--- src/rtl/dm_arb_pkg.sv ---
// dm_arb_pkg: shared constants and transfer type for the data-memory port arbiter
package dm_arb_pkg;
  localparam logic REQ_A = 1'b0;
  localparam logic REQ_B = 1'b1;
  localparam int DM_RD_LATENCY = 1;
  localparam logic [31:0] IO_BASE = 32'h8000_0000;
  localparam logic [3:0] DM_BE_NONE = 4'b0000;
  typedef struct packed {
    logic        we;
    logic [31:0] addr;
    logic [31:0] wdata;
    logic [3:0]  be;
    logic        sgn;
  } dm_xfer_t;
endpackage

--- src/rtl/dm_port_arbiter_if.sv ---
// dm_port_arbiter_if: requester A/B handshakes plus the mmu data-memory port
interface dm_port_arbiter_if;
  logic        a_req, a_we, a_signed, a_gnt, a_rvalid;
  logic [31:0] a_addr, a_wdata, a_rdata;
  logic [3:0]  a_be;
  logic        b_req, b_we, b_signed, b_gnt, b_rvalid;
  logic [31:0] b_addr, b_wdata, b_rdata;
  logic [3:0]  b_be;
  logic        dm_we, is_signed, contended;
  logic [31:0] dm_addr, dm_di, dm_do;
  logic [3:0]  dm_be;
  modport slave (
    input  a_req, a_we, a_addr, a_wdata, a_be, a_signed,
    input  b_req, b_we, b_addr, b_wdata, b_be, b_signed, dm_do,
    output a_gnt, a_rvalid, a_rdata, b_gnt, b_rvalid, b_rdata,
    output dm_we, dm_addr, dm_di, dm_be, is_signed, contended
  );
  modport master (
    output a_req, a_we, a_addr, a_wdata, a_be, a_signed,
    output b_req, b_we, b_addr, b_wdata, b_be, b_signed, dm_do,
    input  a_gnt, a_rvalid, a_rdata, b_gnt, b_rvalid, b_rdata,
    input  dm_we, dm_addr, dm_di, dm_be, is_signed, contended
  );
endinterface

--- src/rtl/dm_arb_grant.sv ---
// dm_arb_grant: A-priority grant with a bounded hold that forces B in after MAX_HOLD contended losses
module dm_arb_grant #(
  parameter int MAX_HOLD = 8,
  parameter int HOLD_W   = 8
) (
  input  logic clk,
  input  logic reset,
  input  logic a_req,
  input  logic b_req,
  output logic a_gnt,
  output logic b_gnt
);
  logic [HOLD_W-1:0] hold_cnt;
  logic              force_b;
  assign force_b = hold_cnt >= HOLD_W'(MAX_HOLD);
  assign a_gnt   = !reset && a_req && !(b_req && force_b);
  assign b_gnt   = !reset && b_req && (!a_req || force_b);
  always_ff @(posedge clk) begin
    if (reset || !b_req || b_gnt) hold_cnt <= '0;
    else if (a_gnt) hold_cnt <= hold_cnt + 1'b1;
  end
endmodule

--- src/rtl/dm_port_arbiter.sv ---
// dm_port_arbiter: shares the mmu data-memory port between the LSU (A) and the debug loader (B)
module dm_port_arbiter
  import dm_arb_pkg::*;
#(
  parameter int MAX_HOLD = 8,
  parameter int HOLD_W   = 8
) (
  input logic clk,
  input logic reset,
  dm_port_arbiter_if.slave p
);
  logic     a_gnt, b_gnt, rd_pend, rd_owner, a_rv, b_rv;
  dm_xfer_t a_x, b_x, sel;
  dm_arb_grant #(.MAX_HOLD(MAX_HOLD), .HOLD_W(HOLD_W)) u_grant (
    .clk(clk), .reset(reset), .a_req(p.a_req), .b_req(p.b_req), .a_gnt(a_gnt), .b_gnt(b_gnt)
  );
  assign a_x = '{p.a_we, p.a_addr, p.a_wdata, p.a_be, p.a_signed};
  assign b_x = '{p.b_we, p.b_addr, p.b_wdata, p.b_be, p.b_signed};
  always_comb sel = b_gnt ? b_x : a_gnt ? a_x : '{we: 1'b0, addr: '0, wdata: '0, be: DM_BE_NONE, sgn: 1'b0};
  assign p.a_gnt     = a_gnt;
  assign p.b_gnt     = b_gnt;
  assign p.dm_we     = sel.we;
  assign p.dm_addr   = sel.addr;
  assign p.dm_di     = sel.wdata;
  assign p.dm_be     = sel.be;
  assign p.is_signed = sel.sgn;
  assign p.contended = p.a_req && p.b_req;
  // the single outstanding read returns dm_do one cycle after its grant
  always_ff @(posedge clk) begin
    if (reset) begin
      rd_pend  <= 1'b0;
      rd_owner <= REQ_A;
    end else begin
      rd_pend  <= (a_gnt || b_gnt) && !sel.we;
      rd_owner <= b_gnt ? REQ_B : REQ_A;
    end
  end
  // reset in the return cycle squashes the rvalid of the read granted just before it
  assign a_rv       = rd_pend && rd_owner == REQ_A && !reset;
  assign b_rv       = rd_pend && rd_owner == REQ_B && !reset;
  assign p.a_rvalid = a_rv;
  assign p.b_rvalid = b_rv;
  assign p.a_rdata  = a_rv ? p.dm_do : '0;
  assign p.b_rdata  = b_rv ? p.dm_do : '0;
endmodule

--- src/flat_wrapper.sv ---
// flat-port wrapper written by rule: the top's interface ports become plain ports
module dm_port_arbiter_flat import dm_arb_pkg::*;
#(
  parameter int MAX_HOLD = 8,
  parameter int HOLD_W   = 8
)
  (clk, reset, p_a_req, p_a_we, p_a_addr, p_a_wdata, p_a_be, p_a_signed, p_b_req, p_b_we, p_b_addr, p_b_wdata, p_b_be, p_b_signed, p_dm_do, p_a_gnt, p_a_rvalid, p_a_rdata, p_b_gnt, p_b_rvalid, p_b_rdata, p_dm_we, p_dm_addr, p_dm_di, p_dm_be, p_is_signed, p_contended);
  dm_port_arbiter_if p_i ();
  input logic clk;
  input logic reset;
  input wire logic [$bits(p_i.a_req)-1:0] p_a_req;
  input wire logic [$bits(p_i.a_we)-1:0] p_a_we;
  input wire logic [$bits(p_i.a_addr)-1:0] p_a_addr;
  input wire logic [$bits(p_i.a_wdata)-1:0] p_a_wdata;
  input wire logic [$bits(p_i.a_be)-1:0] p_a_be;
  input wire logic [$bits(p_i.a_signed)-1:0] p_a_signed;
  input wire logic [$bits(p_i.b_req)-1:0] p_b_req;
  input wire logic [$bits(p_i.b_we)-1:0] p_b_we;
  input wire logic [$bits(p_i.b_addr)-1:0] p_b_addr;
  input wire logic [$bits(p_i.b_wdata)-1:0] p_b_wdata;
  input wire logic [$bits(p_i.b_be)-1:0] p_b_be;
  input wire logic [$bits(p_i.b_signed)-1:0] p_b_signed;
  input wire logic [$bits(p_i.dm_do)-1:0] p_dm_do;
  output wire logic [$bits(p_i.a_gnt)-1:0] p_a_gnt;
  output wire logic [$bits(p_i.a_rvalid)-1:0] p_a_rvalid;
  output wire logic [$bits(p_i.a_rdata)-1:0] p_a_rdata;
  output wire logic [$bits(p_i.b_gnt)-1:0] p_b_gnt;
  output wire logic [$bits(p_i.b_rvalid)-1:0] p_b_rvalid;
  output wire logic [$bits(p_i.b_rdata)-1:0] p_b_rdata;
  output wire logic [$bits(p_i.dm_we)-1:0] p_dm_we;
  output wire logic [$bits(p_i.dm_addr)-1:0] p_dm_addr;
  output wire logic [$bits(p_i.dm_di)-1:0] p_dm_di;
  output wire logic [$bits(p_i.dm_be)-1:0] p_dm_be;
  output wire logic [$bits(p_i.is_signed)-1:0] p_is_signed;
  output wire logic [$bits(p_i.contended)-1:0] p_contended;
  assign p_i.a_req = p_a_req;
  assign p_i.a_we = p_a_we;
  assign p_i.a_addr = p_a_addr;
  assign p_i.a_wdata = p_a_wdata;
  assign p_i.a_be = p_a_be;
  assign p_i.a_signed = p_a_signed;
  assign p_i.b_req = p_b_req;
  assign p_i.b_we = p_b_we;
  assign p_i.b_addr = p_b_addr;
  assign p_i.b_wdata = p_b_wdata;
  assign p_i.b_be = p_b_be;
  assign p_i.b_signed = p_b_signed;
  assign p_i.dm_do = p_dm_do;
  assign p_a_gnt = p_i.a_gnt;
  assign p_a_rvalid = p_i.a_rvalid;
  assign p_a_rdata = p_i.a_rdata;
  assign p_b_gnt = p_i.b_gnt;
  assign p_b_rvalid = p_i.b_rvalid;
  assign p_b_rdata = p_i.b_rdata;
  assign p_dm_we = p_i.dm_we;
  assign p_dm_addr = p_i.dm_addr;
  assign p_dm_di = p_i.dm_di;
  assign p_dm_be = p_i.dm_be;
  assign p_is_signed = p_i.is_signed;
  assign p_contended = p_i.contended;
  dm_port_arbiter #(.MAX_HOLD(MAX_HOLD), .HOLD_W(HOLD_W)) u_core (.clk(clk), .reset(reset), .p(p_i));
endmodule
--- config.mk ---
export PLATFORM = sky130hd
export DESIGN_NAME = dm_port_arbiter_flat
export DESIGN_NICKNAME = d
export VERILOG_FILES = /design/src/rtl/dm_arb_pkg.sv /design/src/rtl/dm_port_arbiter_if.sv /design/src/rtl/dm_arb_grant.sv /design/src/rtl/dm_port_arbiter.sv /design/src/flat_wrapper.sv
export SDC_FILE = /design/constraint.sdc
export NUM_CORES = 1
export LEC_CHECK = 0
export BUFFER_PORTS_ARGS = -buffer_cell sky130_fd_sc_hd__clkbuf_2
export CAP_MARGIN = 20
export CORE_AREA = 3 3 122 124
export DETAILED_ROUTE_END_ITERATION = 12
export DIE_AREA = 0 0 125 127
export GPL_TIMING_DRIVEN = 0
export HOLD_SLACK_MARGIN = 0.15
export PLACE_DENSITY_LB_ADDON = 0.05
export SYNTH_ARGS = -nofsm -noshare
export SYNTH_HDL_FRONTEND = slang
export SYNTH_SLANG_ARGS = --single-unit
--- constraint.sdc ---
create_clock -name clk -period 2 [get_ports clk]
set_input_delay 0.4 -clock clk [delete_from_list [all_inputs] [get_ports clk]]
set_output_delay 0.4 -clock clk [all_outputs]
set_load 0.03 [all_outputs]
==> results.yml, run 1 <==
logic_synthesis:
  avgSynthCellArea_sq_um: 8.36
  synth-seq-cells: 10
  synthCells: 347
  synth_area_sq_mm: 0.00290
  yosysUniqueCellTypes: 24
  yosysWarningCount: 0
  yosysSeqAreaShare: 0.0690
sta:
  finalSetupViolations: 71
  clock_skew_ns: 0.00357
  fmax_mhz: 444
  holdWs_ns: 0.381
  post-route-period-util: 1.13
  slew_viol_final: 0
  finalCriticalPeriod_ns: 2.25
  rsz0062_at_grt: "true"
  hold_viol_final: 0
  tns_ns: -14.54
  fin_ws_ns: -0.252
  maxSlewHeadroom: 0.502
  tightest_slew_ns: 0.747
layout:
  final_area_sq_mm: 0.00640
  diodes: 0
  areaGrowthSynthToFinish_pct: 121
  fillCellCount: 1361
  multi_input_area_sq_mm: 0.00284
  seq_area_sq_um: 201
  final_net_count: 858
  finish.utilization: 0.461
  drive_above_1_share: 0.642
  stdcell_count: 859
global_route:
  grt_pass1_vias: 3926
  grt_max_degree: 11
  grt_first_pass_wirelength_um: 21100
  grt_antenna_before_repair: 0
  grt_overflow: 0
  grt.total_usage: 0.162
floorplanning:
  dieWidth_um: 125
  initial_core_util: 0.209
  ios: 315
  rows: 43
  core_area_sq_mm: 0.0139
  die-area_sq_mm: 0.0159
  die_h_um: 127
outcome:
  outcome: "complete, but fails checks"
  violations: "negative setup slack"
setup_path:
  cp.required_ns: 1.60
  crit_arrival_ns: 1.85
  crit_path_max_fanout: 10
  endpoint_kind: "output port"
  critPathLaunchType: "flop"
  setup.worst_path.class: "reg2out"
pwr:
  switching_share: 0.418
  internal_power_mw: 1.19
  p_sw_uw: 856
  p_per_area_mw_per_mm2: 320
  clock_power_share: 0.197
  p_comb_frac: 0.700
  power_mw: 2.05
  vdd_drop_max_mv: 0.327
  p_leak_nw: 3.05
  p_seq_frac: 0.103
clocking:
  cts_tree: "done"
  numClockSinks: 10
  clk_pin_slew_ns: 0.04
  htreeDepth: 1
  clk_latency_ns: 0.24
  root_buffer: "clkbuf_16"
  cts_hold_buffers: 0
  clockBufferDepth: 2
  numCtsBuffers: 3
placement:
  dp.cells: 844
  gp_congestion: 0.793
  dp_hpwl_um: 11400
  portBuffers: 314
  place_ws_ns: -0.488
  dpl_cell_area_sq_mm: 0.00472
detailed_routing:
  drt_first_pass_iters: 4
  ant_nets: 0
  finalWirelength_um: 14200
  wire_per_inst_um: 16.5
  drc: 0
  first_iter_violations: 39
  vias_per_cell: 4.32
  num_vias: 3715
flow_run:
  maxCapViolations: 0
worst_hold_path:
  hold_class: "in2reg"
final cells by class:
type | count | share of cell area
Clock buffer | 4 | 0.0139
Sequential cell | 10 | 0.0315
Timing Repair Buffer | 325 | 0.374
Inverter | 73 | 0.0428
Multi-Input combinational cell | 230 | 0.443
Tap cell | 180 | 0.0352
Buffer | 37 | 0.0592
cells in the final DEF (no fill, tap or decap), types with 2 or more instances in the layout:
cell       instances
and2_1            65
inv_1             73
and2b_1            2
buf_4              8
nor2_1             5
buf_12             8
nand2b_1          70
clkbuf_2         251
buf_16             2
buf_6              6
clkbuf_1           7
conb_1             4
dfxtp_1            9
o32ai_2           12
o32ai_4           58
clkbuf_8          50
ha_1               2
clkbuf_16          4
buf_8             27
critical path: stages (launching register included):
cell and delay, ns:
dfxtp_2 0.32, nor4_4 0.28, buf_4 0.17, a21oi_4 0.07, buf_12 0.15, buf_8 0.16
o32ai_4 0.24, clkbuf_8 0.21
sequential cells by signal, summed over array words and instances, names as in the netlist:
signal                   count
u_core.rd_pend               1
u_core.u_grant.hold_cnt      8
u_core.rd_owner              1
Yosys cell counts:
| library cell | n | area share |
|---|---|---|
| inv_1 | 73 | 0.094 |
| nand2b_1 | 70 | 0.15 |
| o32ai_2 | 66 | 0.37 |
| and2_1 | 65 | 0.14 |
| clkbuf_1 | 17 | 0.022 |
| buf_6 | 14 | 0.054 |
| dfxtp_1 | 10 | 0.069 |
| nor2_1 | 7 | 0.0091 |
| buf_2 | 5 | 0.0086 |
| o32ai_4 | 3 | 0.028 |
| and2b_1 | 2 | 0.0052 |
| ha_1 | 2 | 0.0086 |
| o32ai_1 | 2 | 0.0060 |
| a21bo_1 | 1 | 0.0034 |
| a21oi_2 | 1 | 0.0030 |
| and3b_1 | 1 | 0.0030 |
| buf_4 | 1 | 0.0026 |
| conb_1 | 1 | 0.0013 |
| nand3_1 | 1 | 0.0017 |
| nand4b_1 | 1 | 0.0030 |
| nor3b_1 | 1 | 0.0026 |
| nor4_4 | 1 | 0.0073 |
| or2_2 | 1 | 0.0022 |
| xnor2_1 | 1 | 0.0030 |
cells by family after synthesis:
group           Yosys count  share of synthesized area
flops                    10                     0.0690
other cells               1                    0.00129
fa+ha+maj                 2                    0.00862
compound gates           73                      0.411
xor+xnor                  1                    0.00302
buf+inv                 110                      0.182
simple gates            150                      0.325
power by group through the flow:
stage          logic, mW  clock network [mW]  registers, mW
2_1_floorplan      0.645                   0          0.214
3_3_place_gp        1.01                   0          0.214
3_5_place_dp        1.02                   0          0.215
4_1_cts             1.31               0.407          0.211
5_1_grt             1.52               0.422          0.213
6_report            1.43               0.403          0.212
worst paths after layout:
kind	cells after the start	endpoint	slack (ns)	from
max	7	p_dm_di[11]	-0.25	u_core.u_grant.hold_cnt[6]
min	2	u_core.rd_pend	0.38	p_a_we
max reg2reg	7	u_core.rd_owner	0.45	u_core.u_grant.hold_cnt[6]
min reg2reg	2	u_core.u_grant.hold_cnt[3]	0.46	u_core.u_grant.hold_cnt[2]
what timing repair did:
action,in CTS,in global routing
setup endpoints to repair,102,129
endpoints found under the hold margin,0,0
pin swaps,4,3
buffers inserted,6,2
cloned,2,1
gates resized for setup,206,67
layer usage:
layer / up-vias / share of wire / track usage
li1: 1826 / - / -
met1: 1688 / 0.33 / 0.162
met2: 191 / 0.57 / 0.335
met3: 10 / 0.079 / 0.0452
met4: 0 / 0.012 / 0.0300
met5: - / 0 / 0
(Power assumes the default switching activity.)
==> inputs of run 2 (changes only) <==
ABC_AREA = 1   (was not set)
CORE_AREA = 3 3 120 122   (was 3 3 122 124)
DIE_AREA = 0 0 123 125   (was 0 0 125 127)
SYNTH_HIERARCHICAL = 1   (was not set)
==> run 2 against run 1 <==
  * The flow still finishes with violations (negative setup slack)
  * Die area decreased by 3.1%
  * Synthesized area decreased by 36%
  * Clock skew decreased by 0.0024 ns
  * Critical path type unchanged
==> results.yml, run 2 <==
sta:
  fin_ws_ns: -0.102
  post-route-period-util: 1.05
  clock_skew_ns: 0.00117
  finalSetupViolations: 54
  fmax_mhz: 476
  slew_viol_final: 0
  hold_viol_final: 0
  rsz0062_at_grt: "true"
  finalCriticalPeriod_ns: 2.10
pwr:
  internal_power_uw: 965
  p_per_area_mw_per_mm2: 323
  p_seq_frac: 0.131
  power_mw: 1.61
  vdd_drop_max_mv: 0.211
  p_comb_frac: 0.626
  p_sw_uw: 648
  clock_power_share: 0.242
  p_leak_nw: 2.95
  switching_share: 0.402
logic_synthesis:
  synth.area.top_cells: "nand2_1, nand3_1, nor2_1"
  yosysWarningCount: 6
  yosysMostFrequentCell: "nand2_1"
  yosysUniqueCellTypes: 20
  synth_area_sq_mm: 0.00185
  synth.top_cell.area_share: 0.294
  synthTopCellsByCount: "nand2_1, nand3_1, nor2_1"
  yosysSeqAreaShare: 0.108
  async_flop_share: 0
  synth_top_area_cell: "nand2_1"
  avgSynthCellArea_sq_um: 4.75
  synth_edf_count: 0
  synthCells: 390
  ys.flop_type: "dfxtp_1"
  synth-seq-cells: 10
clocking:
  htreeDepth: 1
  numCtsBuffers: 3
  root_buffer: "clkbuf_16"
  clockBufferDepth: 2
  clk_latency_ns: 0.23
  numClockSinks: 10
  cts_tree: "done"
  clk_pin_slew_ns: 0.04
setup_path:
  critPathLaunchType: "flop"
  crit_path_max_fanout: 8
  endpoint_kind: "output port"
  cp.required_ns: 1.60
  setup.worst_path.class: "reg2out"
  crit_arrival_ns: 1.70
global_route:
  grt.total_usage: 0.144
  grt_overflow: 0
  grt_pass1_vias: 3524
  grt_antenna_before_repair: 0
  grt_max_degree: 11
  grt_first_pass_wirelength_um: 17800
floorplanning:
  rows: 42
  dieWidth_um: 123
  die_h_um: 125
  initial_core_util: 0.139
  ios: 315
  die-area_sq_mm: 0.0154
  core_area_sq_mm: 0.0133
detailed_routing:
  wire_per_inst_um: 14.0
  vias_per_cell: 4.05
  ant_nets: 0
  drt_first_pass_iters: 4
  drc: 0
  num_vias: 3656
  finalWirelength_um: 12700
  first_iter_violations: 93
layout:
  multi_input_area_sq_mm: 0.00173
  fillCellCount: 1437
  diodes: 0
  seq_area_sq_um: 206
  largest-register: "u_core/u_grant/hold_cnt"
  areaGrowthSynthToFinish_pct: 170
  final_net_count: 906
  drive_above_1_share: 0.666
  mostFrequentLayoutCells: "clkbuf_2, nand2_1, nand2_2"
  biggestRegsByFlops: "u_core/u_grant/hold_cnt x8, u_core/rd_owner x1, u_core/rd_pend x1"
  largest_reg_flops: 8
  finish.utilization: 0.376
  final_common_cell: "clkbuf_2"
placement:
  gp_congestion: 0.755
  portBuffers: 314
  dp_hpwl_um: 10200
flow_run:
  maxCapViolations: 0
worst_hold_path:
  hold_class: "in2reg"
outcome:
  outcome: "complete, but fails checks"
  violations: "negative setup slack"
-- run 2: stage by stage --
step / setup TNS (ns) / hold slack, ns / instance area (sq um) / instances / setup WS, ns
after floorplan: -0.0336 / 0.449 / 2040 / 393 / -0.0336
after global placement: -16.47 / 0.470 / 3830 / 883 / -0.360
after detailed placement: -19.06 / 0.478 / 3830 / 883 / -0.412
after CTS: -5.89 / 0.393 / 4450 / 895 / -0.112
after global routing: -7.45 / 0.435 / 5000 / 903 / -0.179
final: -2.57 / 0.404 / 5000 / 903 / -0.102
-- run 2: area by class of cell --
class | instances | area share
sequential | 10 | 0.0413
buffer | 28 | 0.0590
multi-input combinational | 307 | 0.346
timing repair buffer | 330 | 0.450
tap | 176 | 0.0440
timing repair inverter | 1 | 0.00325
inverter | 47 | 0.0390
clock buffer | 4 | 0.0178
-- run 2: per-layer routing --
layer / wire, um / vias up / share of wire / track usage
met2: 7210 / 198 / 0.57 / 0.307
met3: 1200 / 6 / 0.095 / 0.0307
met5: 0 / - / 0 / 0
met1: 4210 / 1597 / 0.33 / 0.139
li1: - / 1855 / - / -
met4: 70 / 0 / 0.0055 / 0.0156
-- run 2: cell families (layout without fill, tap and decap cells) --
logic type | Yosys count | in the layout | share of synthesized area
XOR/XNOR | 1 | 1 | 0.00473
AND/OR/NAND/NOR | 295 | 295 | 0.662
other | 1 | 4 | 0.00202
buffers and inverters | 76 | 410 | 0.196
adder cells (fa/ha/maj) | 2 | 2 | 0.0135
flip-flops | 10 | 10 | 0.108
AO/OA/AOI/OAI | 5 | 5 | 0.0135
-- run 2: power by group through the flow --
stage	Clock, mW	Sequential, mW	Combinational, mW
2_1_floorplan	0	0.213	0.445
3_3_place_gp	0	0.213	0.771
3_5_place_dp	0	0.213	0.771
4_1_cts	0.400	0.210	0.892
5_1_grt	0.413	0.212	1.08
6_report	0.391	0.212	1.01
-- run 2: final timing paths --
kind,start,to,slack (ns),depth (start not counted)
max,u_core/u_grant/hold_cnt[7],p_dm_addr[6],-0.10,11
min,reset,u_core/rd_owner,0.40,2
max reg2reg,u_core/u_grant/hold_cnt[7],u_core/rd_pend,0.59,8
min reg2reg,u_core/u_grant/hold_cnt[3],u_core/u_grant/hold_cnt[3],0.48,2
-- run 2: critical path, stage by stage (launching register included) --
cell and delay, ns:
dfxtp_2 0.32, nor2_4 0.11, nand3_4 0.11, nand2_4 0.10, nand2_4 0.06, inv_4 0.06
buf_12 0.14, buf_12 0.13, clkbuf_16 0.15, nand3_4 0.07, nand2_2 0.08, buf_8 0.12
-- run 2: repair_timing --
action	CTS	global route
cloned	1	6
hold buffers	0	0
setup buffers	8	3
endpoints found under the setup margin	70	70
resized for setup	129	159
pin swaps	1	15
==> inputs of run 3 (changes only) <==
CORE_AREA = 3 3 122 124   (was 3 3 120 122)
CTS_BUF_LIST = sky130_fd_sc_hd__clkbuf_8   (was not set)
DIE_AREA = 0 0 125 127   (was 0 0 123 125)
==> run 3 against run 2 <==
  * The run still ends with negative setup slack left
  * Sequential power about the same
  * Critical path depth decreased by 1
  * Worst setup slack improved by 0.048 ns
  * Combinational power about the same
  * Via count decreased by 0.74%
  * Count of clock-buffer cells in the layout unchanged
  * Sequential share of layout area about the same
  * Wire length increased by 0.91%
  * Largest cell class unchanged
  * Critical endpoint is now p_dm_di[31]
  * Non-clock buffer count decreased by 5
  * Design area decreased by 3.1%
  * Hold slack got worse by 0.022 ns
==> results.yml, run 3 (synthesized netlist as in run 2, its figures left out) <==
clocking:
  cts_hold_buffers: 0
  clk_latency_ns: 0.24
  clockBufferDepth: 2
  htreeDepth: 1
  clk_pin_slew_ns: 0.05
  cts_tree: "done"
  numClockSinks: 10
  root_buffer: "clkbuf_8"
  numCtsBuffers: 3
floorplanning:
  ios: 315
  dieWidth_um: 125
  initial_core_util: 0.133
  die_h_um: 127
  core_area_sq_mm: 0.0139
  rows: 43
  die-area_sq_mm: 0.0159
layout:
  drive_above_1_share: 0.634
  largest-register: "u_core/u_grant/hold_cnt"
  multi_input_area_sq_mm: 0.00160
  diodes: 0
  fillCellCount: 1563
  largest_reg_flops: 8
  areaGrowthSynthToFinish_pct: 161
  biggestRegsByFlops: "u_core/u_grant/hold_cnt x8, u_core/rd_owner x1, u_core/rd_pend x1"
  seq_area_sq_um: 200
  final_net_count: 900
  mostFrequentLayoutCells: "clkbuf_2, nand2_1, nand2_2"
  final_common_cell: "clkbuf_2"
  finish.utilization: 0.349
sta:
  fin_ws_ns: -0.0532
  slew_viol_final: 0
  fmax_mhz: 487
  clock_skew_ns: 0.00485
  finalCriticalPeriod_ns: 2.05
  rsz0062_at_grt: "true"
  post-route-period-util: 1.03
  hold_viol_final: 0
  finalSetupViolations: 60
  tns_ns: -1.32
pwr:
  switching_share: 0.427
  vdd_drop_max_mv: 0.158
  p_seq_frac: 0.144
  internal_power_uw: 832
  clock_power_share: 0.175
  p_comb_frac: 0.681
  p_per_area_mw_per_mm2: 300
  power_mw: 1.45
  p_leak_nw: 2.90
  p_sw_uw: 620
detailed_routing:
  num_vias: 3629
  drt_first_pass_iters: 4
  vias_per_cell: 4.03
  finalWirelength_um: 12800
  first_iter_violations: 97
  wire_per_inst_um: 14.2
  drc: 0
  ant_nets: 0
worst_hold_path:
  hold_class: "in2reg"
setup_path:
  crit_path_max_fanout: 10
  endpoint_kind: "output port"
  critPathLaunchType: "flop"
  cp.required_ns: 1.60
  crit_end: "p_dm_di[31]"
  r2r_end: "u_core/rd_pend"
  setup.worst_path.class: "reg2out"
  worstRegToRegCells: 10
  rrSetupSlack_ns: 0.58
  crit_start: "u_core/u_grant/hold_cnt[7]"
  reg2reg_from: "u_core/u_grant/hold_cnt[7]"
  crit_arrival_ns: 1.65
flow_run:
  maxCapViolations: 0
placement:
  dp_hpwl_um: 10700
  place_ws_ns: -0.349
  portBuffers: 314
  gp_congestion: 0.912
global_route:
  grt.total_usage: 0.142
  grt_antenna_before_repair: 0
  grt_first_pass_wirelength_um: 18600
  grt_pass1_vias: 3455
  grt_max_degree: 11
  grt_overflow: 0
outcome:
  violations: "negative setup slack"
  outcome: "complete, but fails checks"
run 3: cell count changes in the layout (fill, tap and decap cells not counted), moves of 6 or more:
cell	change
nand3_1	+11
buf_4	-17
nand3_4	-6
clkbuf_8	+22
buf_6	-8
run 3: routing by layer:
metal  track usage  share of wire  vias up
li1              -              -     1836
met1         0.157           0.37     1600
met2         0.285           0.54      185
met3        0.0326          0.077        8
met4        0.0134         0.0052        0
met5             0              0        -
run 3: worst min-delay path by stage:
stage	slack, ns	cells past startpoint	start	to
after floorplan	0.45	2	u_core/u_grant/hold_cnt[3]	u_core/u_grant/hold_cnt[3]
after global placement	0.47	2	u_core/u_grant/hold_cnt[3]	u_core/u_grant/hold_cnt[3]
after detailed placement	0.47	2	u_core/u_grant/hold_cnt[3]	u_core/u_grant/hold_cnt[3]
after CTS	0.37	2	reset	u_core/rd_owner
after global routing	0.38	2	reset	u_core/rd_owner
final	0.38	2	reset	u_core/rd_owner
run 3: timing repair:
action,CTS,global route
pin swaps,2,9
buffers inserted,4,3
gates resized for setup,147,107
endpoints found under the setup margin,70,70
hold endpoints to repair,0,0
cloned,0,3
run 3: critical path, cell delays in order (launching register included):
cell      delay (ns)
dfxtp_1         0.30
nor2_2          0.11
nand3_2         0.12
nor2_2          0.11
nor2_2          0.05
buf_6           0.16
clkinv_8        0.09
buf_8           0.15
nand3_1         0.10
nand2_2         0.07
clkbuf_8        0.15
run 3: per-stage QoR:
step / cell area (sq um) / instances / hold slack (ns)
final: 4840 / 901 / 0.382
after floorplan: 2040 / 393 / 0.449
after CTS: 4470 / 895 / 0.373
after global routing: 4840 / 901 / 0.384
after global placement: 3830 / 887 / 0.468
after detailed placement: 3830 / 887 / 0.473
run 3: cell type report:
type,count,area share
sequential,10,0.0413
clock buffer,4,0.0114
timing repair buffer,324,0.464
buffer,29,0.0669
tap,180,0.0465
inverter,47,0.0400
multi-input combinational,307,0.330
run 3: power by group through the flow:
stage          Combinational, mW  Clock [mW]  Sequential, mW
4_1_cts                    0.908       0.267           0.209
6_report                   0.989       0.254           0.209
3_5_place_dp               0.775           0           0.213
2_1_floorplan              0.445           0           0.213
3_3_place_gp               0.773           0           0.213
5_1_grt                     1.06       0.278           0.209
